`config.mk`:
```
export PLATFORM = sky130hd
export DESIGN_NAME = decoder_2to4_encoder_flat
export DESIGN_NICKNAME = d
export VERILOG_FILES = /design/src/rtl/decoder_2to4_encoder_pkg.sv /design/src/rtl/decoder_2to4_encoder_if.sv /design/src/rtl/decoder_2to4_encoder_onehot_check.sv /design/src/rtl/decoder_2to4_encoder.sv /design/src/flat_wrapper.sv
export SDC_FILE = /design/constraint.sdc
export NUM_CORES = 1
export LEC_CHECK = 0
export BUFFER_PORTS_ARGS = -buffer_cell sky130_fd_sc_hd__buf_2
export CAP_MARGIN = 25
export CORE_MARGIN = 3
export CORE_UTILIZATION = 50
export DETAILED_ROUTE_END_ITERATION = 16
export HOLD_SLACK_MARGIN = 0.12
export PLACE_DENSITY = 0.8
export RECOVER_POWER = 100
export SYNTH_ARGS = -nofsm -noshare
export SYNTH_HDL_FRONTEND = slang
export SYNTH_SLANG_ARGS = --single-unit
```
`constraint.sdc`:
```
create_clock -name clk -period 6.65 [get_ports clk]
set_clock_uncertainty 0.2 [all_clocks]
set_input_delay 0 -clock clk [delete_from_list [all_inputs] [get_ports clk]]
set_output_delay 0 -clock clk [all_outputs]
set_load 0.05 [all_outputs]
```
`src/rtl/decoder_2to4_encoder_pkg.sv`:
```
// Shared types for the registered 4:2 one-hot encoder: index type, one-hot code points, FSM states.
package decoder_pkg;

    typedef logic [1:0] idx_t;

    localparam logic [3:0] OH_0 = 4'b0001;
    localparam logic [3:0] OH_1 = 4'b0010;
    localparam logic [3:0] OH_2 = 4'b0100;
    localparam logic [3:0] OH_3 = 4'b1000;

    typedef enum logic {
        EMPTY = 1'b0,
        FULL  = 1'b1
    } state_t;

endpackage

```
`src/rtl/decoder_2to4_encoder_if.sv`:
```
// Input word stream, output index stream and error-reporting signals of the 4:2 encoder.
interface decoder_2to4_encoder_if #(
    parameter int CW = 8
);
    logic          in_valid;
    logic          in_ready;
    logic [3:0]    n;
    logic [3:0]    p;
    logic          out_valid;
    logic          out_ready;
    logic          a;
    logic          b;
    logic          code_err;
    logic          err_sticky;
    logic [CW-1:0] err_count;
    logic          clr_err;

    modport master (
        output in_valid, n, p, out_ready, clr_err,
        input  in_ready, out_valid, a, b, code_err, err_sticky, err_count
    );

    modport slave (
        input  in_valid, n, p, out_ready, clr_err,
        output in_ready, out_valid, a, b, code_err, err_sticky, err_count
    );
endinterface

```
`src/rtl/decoder_2to4_encoder_onehot_check.sv`:
```
// Combinational fold of a one-hot word to its index (highest set bit wins) plus a consistency flag
// against the active-low copy. Latency 0, no flow control.
module onehot_check
    import decoder_pkg::*;
(
    input  logic [3:0] n,
    input  logic [3:0] p,
    output idx_t       idx,
    output logic       bad
);

    logic w_onehot;
    logic w_compl_ok;

    always_comb begin
        idx = 2'd0;
        if (n[3])      idx = 2'd3;
        else if (n[2]) idx = 2'd2;
        else if (n[1]) idx = 2'd1;
    end

    // n is one-hot iff nonzero and clearing its lowest set bit leaves nothing.
    assign w_onehot   = (n != 4'd0) && ((n & (n - 4'd1)) == 4'd0);
    assign w_compl_ok = (p == ~n);
    assign bad        = !w_onehot || !w_compl_ok;

endmodule

```
`src/rtl/decoder_2to4_encoder.sv`:
```
// Registered 4:2 encoder with a one-entry valid/ready output stage and saturating malformed-word counter.
// One cycle latency, full throughput; in_ready depends only on state and out_ready.
module decoder_2to4_encoder
    import decoder_pkg::*;
#(
    parameter int CW = 8
) (
    input  logic                   clk,
    input  logic                   rst,
    decoder_2to4_encoder_if.slave  bus
);

    localparam logic [CW-1:0] CNT_MAX = '1;

    state_t        r_state;
    state_t        w_state_nxt;
    logic          r_a;
    logic          r_b;
    logic          r_code_err;
    logic          r_err_sticky;
    logic [CW-1:0] r_err_count;

    idx_t          w_idx;
    logic          w_bad;
    logic          w_in_ready;
    logic          w_out_valid;
    logic          w_accept;
    logic          w_err_evt;
    logic [CW-1:0] w_cnt_base;
    logic [CW-1:0] w_cnt_nxt;

    onehot_check u_check (
        .n   (bus.n),
        .p   (bus.p),
        .idx (w_idx),
        .bad (w_bad)
    );

    assign w_accept  = bus.in_valid && w_in_ready;
    assign w_err_evt = w_accept && w_bad;

    always_ff @(posedge clk) begin
        if (rst) r_state <= EMPTY;
        else     r_state <= w_state_nxt;
    end

    always_comb begin
        w_state_nxt = r_state;
        case (r_state)
            EMPTY:   if (w_accept) w_state_nxt = FULL;
            FULL:    if (bus.out_ready && !w_accept) w_state_nxt = EMPTY;
            default: w_state_nxt = EMPTY;
        endcase
    end

    always_comb begin
        w_out_valid = 1'b0;
        w_in_ready  = 1'b1;
        case (r_state)
            EMPTY: begin
                w_out_valid = 1'b0;
                w_in_ready  = 1'b1;
            end
            FULL: begin
                w_out_valid = 1'b1;
                w_in_ready  = bus.out_ready;
            end
            default: begin
                w_out_valid = 1'b0;
                w_in_ready  = 1'b1;
            end
        endcase
    end

    always_ff @(posedge clk) begin
        if (rst) begin
            r_a        <= 1'b0;
            r_b        <= 1'b0;
            r_code_err <= 1'b0;
        end else if (w_accept) begin
            r_a        <= w_idx[1];
            r_b        <= w_idx[0];
            r_code_err <= w_bad;
        end
    end

    // Clear is applied first so an error arriving in the same cycle is still recorded.
    assign w_cnt_base = bus.clr_err ? '0 : r_err_count;
    assign w_cnt_nxt  = (w_err_evt && (w_cnt_base != CNT_MAX)) ? w_cnt_base + 1'b1 : w_cnt_base;

    always_ff @(posedge clk) begin
        if (rst) begin
            r_err_count  <= '0;
            r_err_sticky <= 1'b0;
        end else begin
            r_err_count  <= w_cnt_nxt;
            r_err_sticky <= w_err_evt || (r_err_sticky && !bus.clr_err);
        end
    end

    assign bus.in_ready   = w_in_ready;
    assign bus.out_valid  = w_out_valid;
    assign bus.a          = r_a;
    assign bus.b          = r_b;
    assign bus.code_err   = r_code_err;
    assign bus.err_sticky = r_err_sticky;
    assign bus.err_count  = r_err_count;

endmodule

```
`src/flat_wrapper.sv`:
```
// flat-port wrapper written by rule: the top's interface ports become plain ports
module decoder_2to4_encoder_flat import decoder_pkg::*;
#(
    parameter int CW = 8
)
  (clk, rst, bus_in_valid, bus_n, bus_p, bus_out_ready, bus_clr_err, bus_in_ready, bus_out_valid, bus_a, bus_b, bus_code_err, bus_err_sticky, bus_err_count);
  decoder_2to4_encoder_if #(.CW(CW)) bus_i ();
  input  logic clk;
  input  logic rst;
  input wire logic [$bits(bus_i.in_valid)-1:0] bus_in_valid;
  input wire logic [$bits(bus_i.n)-1:0] bus_n;
  input wire logic [$bits(bus_i.p)-1:0] bus_p;
  input wire logic [$bits(bus_i.out_ready)-1:0] bus_out_ready;
  input wire logic [$bits(bus_i.clr_err)-1:0] bus_clr_err;
  output wire logic [$bits(bus_i.in_ready)-1:0] bus_in_ready;
  output wire logic [$bits(bus_i.out_valid)-1:0] bus_out_valid;
  output wire logic [$bits(bus_i.a)-1:0] bus_a;
  output wire logic [$bits(bus_i.b)-1:0] bus_b;
  output wire logic [$bits(bus_i.code_err)-1:0] bus_code_err;
  output wire logic [$bits(bus_i.err_sticky)-1:0] bus_err_sticky;
  output wire logic [$bits(bus_i.err_count)-1:0] bus_err_count;
  assign bus_i.in_valid = bus_in_valid;
  assign bus_i.n = bus_n;
  assign bus_i.p = bus_p;
  assign bus_i.out_ready = bus_out_ready;
  assign bus_i.clr_err = bus_clr_err;
  assign bus_in_ready = bus_i.in_ready;
  assign bus_out_valid = bus_i.out_valid;
  assign bus_a = bus_i.a;
  assign bus_b = bus_i.b;
  assign bus_code_err = bus_i.code_err;
  assign bus_err_sticky = bus_i.err_sticky;
  assign bus_err_count = bus_i.err_count;
  decoder_2to4_encoder #(.CW(CW)) u_core (.clk(clk), .rst(rst), .bus(bus_i));
endmodule
```
; Word level (Yosys, flattened, before mapping)
; Index checks and enable logic that the tools add are counted.
[word_totals]
reg_bits = 13
output_inout_bits = 14
inputBits = 13
wordCells = 37
[classes]
n_addsub = 2
n_reduce_logical = 14
bitwise = 3
eq_ne = 2
muxes = 10
[ops]
columns = operator, n
row1 = $mux 8, 2
row2 = $add 8x1->8 const B, 1
row3 = $ne 8x8->1 const B, 1
row4 = $logic_and 1x1->1, 6
row5 = $pmux 1 s2, 3
row6 = $and 4x4->4, 1
row7 = $eq 4x4->1, 1
row8 = $logic_not 1->1, 4
row9 = $logic_not 4->1, 1
row10 = $mux 2, 2
row11 = $not 4->4, 1
row12 = $reduce_bool 4->1, 1
row13 = $sub 4x1->4 const B, 1
row14 = $mux 1, 3
row15 = $logic_or 1x1->1, 2
row16 = $not 1->1, 1

; Longest topological paths before layout
[depth]
depth_word = 9
ltp_mapped = 7
mapped_depth_nobuf = 7

; Hierarchy
; Synthesis repeated with hierarchy kept, for this count alone.
[unflattened]
cells_unflattened = 81
hier_area_um2 = 705.7
[modules_own_cells]
columns = mod, area_per_inst_um2, seq_area_each_um2, n_inst, cells_per_inst
row1 = decoder_2to4_encoder, 606.8, 260.2, 1, 66
row2 = onehot_check, 98.8, 0.0, 1, 15

; Worst setup path before layout
; OpenSTA, ideal clock, no wires.
[synth_path]
path_kind = flip-flop to flip-flop
from = register u_core.r_err_count[0], in the netlist u_core.bus.err_count[0]
to = register u_core.r_err_count[3], in the netlist u_core.bus.err_count[3]
n_path_buf = 0
path_stages_with_launch = 8
setup_time_ns = 0.121
slack_ns = 4.134
arrival_time_ns = 2.196
period_less_slack_ns = 2.516
t_required_ns = 6.329
path_cell_list = dfxtp_1 -> nor2b_1 -> ha_1 -> nand3_1 -> or3_1 -> and2_1 -> nand3_1 -> mux2_2
[synth_via]
elab_chain_len = 4
word_cells_on_any_way = 5
cone_classes = add/sub (1) / eq/ne (1) / mux (2) / reduce/logical (1)
[synth_lines]
columns = item, line_no
row1 = from (decl), decoder_2to4_encoder.sv:21  ; logic [CW-1:0] r_err_count;
row2 = from (signal assigned), decoder_2to4_encoder.sv:96  ; r_err_count <= w_cnt_nxt;
row3 = $mux 8 (*), decoder_2to4_encoder.sv:88  ; assign w_cnt_base = bus.clr_err ? '0 : r_err_count;
row4 = "parallel branches: the longest is 2 deep, another holds $add 8x1->8", --
row5 = $mux 8 (*), decoder_2to4_encoder.sv:89  ; assign w_cnt_nxt = (w_err_evt && (w_cnt_base != CNT_MAX)) ? w_cnt_base + 1'b1 : w_cnt_base;
; Mark *: on every way between the ends.
; A chain may end at the register's enable or synchronous reset.

; Worst setup path after layout
[layout_path]
from = input bus_clr_err
to = register u_core.r_err_count[1], in the netlist u_core.bus.err_count[1]
[layout_via]
elab_chain_len = 4
word_cells_on_any_way = 5
cone_classes = add/sub (1) / eq/ne (1) / mux (2) / reduce/logical (1)
[layout_lines]
columns = item, line_no
row1 = from (decl), flat_wrapper.sv:14  ; input wire logic [$bits(bus_i.clr_err)-1:0] bus_clr_err;
row2 = $mux 8 (*), decoder_2to4_encoder.sv:88
row3 = "parallel branches: the longest is 2 deep, another holds $add 8x1->8", --
row4 = $mux 8 (*), decoder_2to4_encoder.sv:89
; Marked as above.

==> impl_metrics.json <==
{
  "ir_drop_v": 0.000118,
  "status": "complete, no violations",
  "syn_inst": 93,
  "dr.pass1.iters": 6,
  "p_int_w": 0.000116,
  "p_clk_share_pct": 29.1,
  "crit-reg2reg-launch": "u_core.bus.err_count[0]",
  "setup_viol": 0,
  "min-delay-start": "bus_p[2]",
  "maxSlewViolCount": 0,
  "busiest_layer": "met2",
  "final_area_um2": 981,
  "reg2reg_depth": 8,
  "ys_warn_count": 0,
  "rsz0062_at_grt": "false",
  "period_needed_ns": 2.82,
  "hold_class": "in2reg",
  "worstMarginPinSlew_ns": 0.706,
  "place_area_um2": 912,
  "yosys-top-cells-count": "13 x dfxtp_1, 9 x a21oi_1, 8 x nand2_1",
  "yosysTopAreaCellShare_pct": 33.8,
  "fp-row-count": 13,
  "die_w_um": 45.3,
  "yosys.area.top_type": "dfxtp_1",
  "grt_use_met2_pct": 36.2,
  "min_period_over_period_pct": 42.5,
  "crit_slowest_cell": "dlygate4sd3_1",
  "cts.sinks": 13,
  "area_growth_pct": 27.3,
  "track_usage_pct": 20.9,
  "grtUsageMet1_pct": 25.4,
  "synth_cell_type_count": 37,
  "avgSynthCellArea_um2": 8.29,
  "diodes": 0,
  "yosysMostFrequentCell": "dfxtp_1",
  "p_sw_w": 0.0000518,
  "cp.required_ns": 6.62,
  "cts.repair.resized": 0,
  "antenna_found_initial": 0,
  "tritoncts": "yes",
  "cp_top_family": "buffers and inverters",
  "crit_fanout": 8,
  "io_pins": 27,
  "seqPwrFrac_pct": 49.0,
  "min_to": "u_core.bus.err_count[0]",
  "leakage_nw": 0.410,
  "place_congestion": 0.836,
  "fmax_ghz": 0.354,
  "crit_path_start_kind": "input pin",
  "vias_per_cell": 5.91,
  "synthArstFlopShare_pct": 0,
  "ys.flop_type": "dfxtp_1",
  "clk_pin_slew_ns": 0.09,
  "ff2ff_setup_slack_ns": 3.95,
  "cts_buffer_depth": 2,
  "grt_use_met3_pct": 4.38,
  "root_buffer": "clkbuf_4",
  "yosys_register_bits": 13,
  "drive_above_1_share_pct": 12.4,
  "powerDensity_nw_per_um2": 171,
  "syn-cell-area_um2": 771,
  "cp_cell_sequence": "dlygate4sd3_1 > clkbuf_1 > nor2b_1 > ha_1 > nand3_1 > or3_1 > and2_0 > nand3_1 > a21oi_1 > dlygate4sd3_1",
  "core-area_um2": 1370,
  "synth-seq-area-share_pct": 33.8,
  "post-route-drc-count": 0,
  "die-area_um2": 2050,
  "timing.final.hold_violations": 0,
  "maxCapViolations": 0,
  "initial_core_util_pct": 56.4,
  "clock_latency_ns": 0.27,
  "synth_edf_count": 0,
  "dieHeight_um": 45.3,
  "crit_buf_inv": 3,
  "cpPeakStageDelay_ns": 0.59,
  "cp_data_arrival_time_ns": 2.79,
  "htree_levels": 1,
  "grt-ovfl-total": 0,
  "dp_hpwl_mm": 1.36,
  "grt_start_max_net_pins": 16,
  "switching_share_pct": 30.9,
  "postRouteWirelength_mm": 2.06,
  "synth_fp_nets": 107,
  "dr_total_vias": 851,
  "post_drt_wl_per_cell_um": 14.3,
  "reg2reg_to": "u_core.bus.err_count[1]",
  "hold_depth": 5,
  "path_class": "in2reg",
  "setup_tns_ns": 0,
  "synth.area.top_cells": "dfxtp_1 34%, a21oi_1 5.8%, nand3_1 4.5%",
  "maxSlewHeadroom_pct": 52.9,
  "cp-end-kind": "register",
  "drt_iter0_markers": 57,
  "pwr-share-comb_pct": 22.0,
  "numPortBuffers": 26,
  "cts-buffers-inserted": 3,
  "grt_pass1_wl_mm": 3.16,
  "grt_pass1_vias": 728,
  "nNetsFinal": 144,
  "antenna_left": 0
}
[final cells by class]
class,instances,area [um2]
Inverter,5,18.8
Multi-Input combinational cell,73,468
Tap cell,15,18.8
Clock buffer,4,26.3
Timing Repair Buffer,34,189
Fill cell,120,385
Sequential cell,13,260
[worst max path at each step]
| stage | start | to | slack [ns] | depth (start not counted) |
|---|---|---|---|---|
| finish | bus_clr_err | u_core.bus.err_count[1] | 3.83 | 10 |
| global route | bus_clr_err | u_core.bus.err_count[1] | 3.66 | 10 |
| CTS | bus_clr_err | u_core.bus.err_count[1] | 3.98 | 10 |
| detailed placement | u_core.bus.err_count[0] | u_core.bus.err_count[3] | 4.36 | 7 |
| global placement | u_core.bus.err_count[0] | u_core.bus.err_count[3] | 4.43 | 7 |
| floorplan | u_core.bus.err_count[0] | u_core.bus.err_count[3] | 4.13 | 7 |
[routing by layer]
| metal | routed length (um) | vias up |
|---|---|---|
| met4 | 40 | 0 |
| met3 | 174 | 6 |
| met1 | 811 | 382 |
| li1 | - | 416 |
| met2 | 1040 | 47 |
| met5 | 0 | - |
[sequential cells by signal, indices dropped and copies added, names as in the netlist]
signal / flops
u_core.bus.err_count: 8
u_core.bus.a: 1
u_core.bus.b: 1
u_core.bus.code_err: 1
u_core.bus.err_sticky: 1
u_core.r_state: 1
[cells in the final DEF (no fill, tap or decap), types with 2 or more instances in the layout]
cell type      instances
clkbuf_1              18
dfxtp_1               13
a21oi_1                9
buf_2                  9
nand2_1                8
dlygate4sd3_1          8
nand3_1                7
nor2_1                 6
inv_1                  5
nor2b_1                4
a211oi_1               3
nand4_1                3
and3_1                 3
or3_1                  3
clkbuf_4               3
nand2b_1               2
and2_0                 2
o21ai_0                2
[repair_timing]
item,in CTS,in global routing
hold buffers,8,0
endpoints found under the hold margin,13,0
setup buffers,0,0
[power groups by stage]
stage | combinational [W] | clock (W) | sequential [W]
detailed placement | 0.0000342 | 0 | 0.0000840
global route | 0.0000393 | 0.0000525 | 0.0000824
finish | 0.0000369 | 0.0000488 | 0.0000821
floorplan | 0.0000133 | 0 | 0.0000941
CTS | 0.0000378 | 0.0000490 | 0.0000821
global placement | 0.0000338 | 0 | 0.0000838
[cell families after synthesis]
logic type / share of synthesized area, %
fa+ha+maj: 1.62
mux: 6.17
simple gates: 33.8
flops: 33.8
xor+xnor: 2.27
buf+inv: 3.41
compound gates: 19.0
[stage by stage]
step | setup slack (ns) | instances | total power [W] | utilization [%] | hold slack, ns
after floorplan | 4.13 | 93 | 0.000107 | - | -0.0705
after global placement | 4.43 | 132 | 0.000118 | 66.8 | 0.0424
after detailed placement | 4.36 | 132 | 0.000118 | 66.8 | 0.0476
after CTS | 3.98 | 144 | 0.000169 | 74.5 | 0.121
after global routing | 3.66 | 144 | 0.000174 | 71.8 | 0.162
final | 3.83 | 144 | 0.000168 | 71.8 | 0.128
[worst register-to-register path, cell delays in order, from the launching register on]
cell and delay, ns:
dfxtp_1 0.34, nor2b_1 0.23, ha_1 0.30, nand3_1 0.15, or3_1 0.38, and2_0 0.21, nand3_1 0.10, a21oi_1 0.08
dlygate4sd3_1 0.59
No activity file was read; power rests on OpenSTA's default activity.
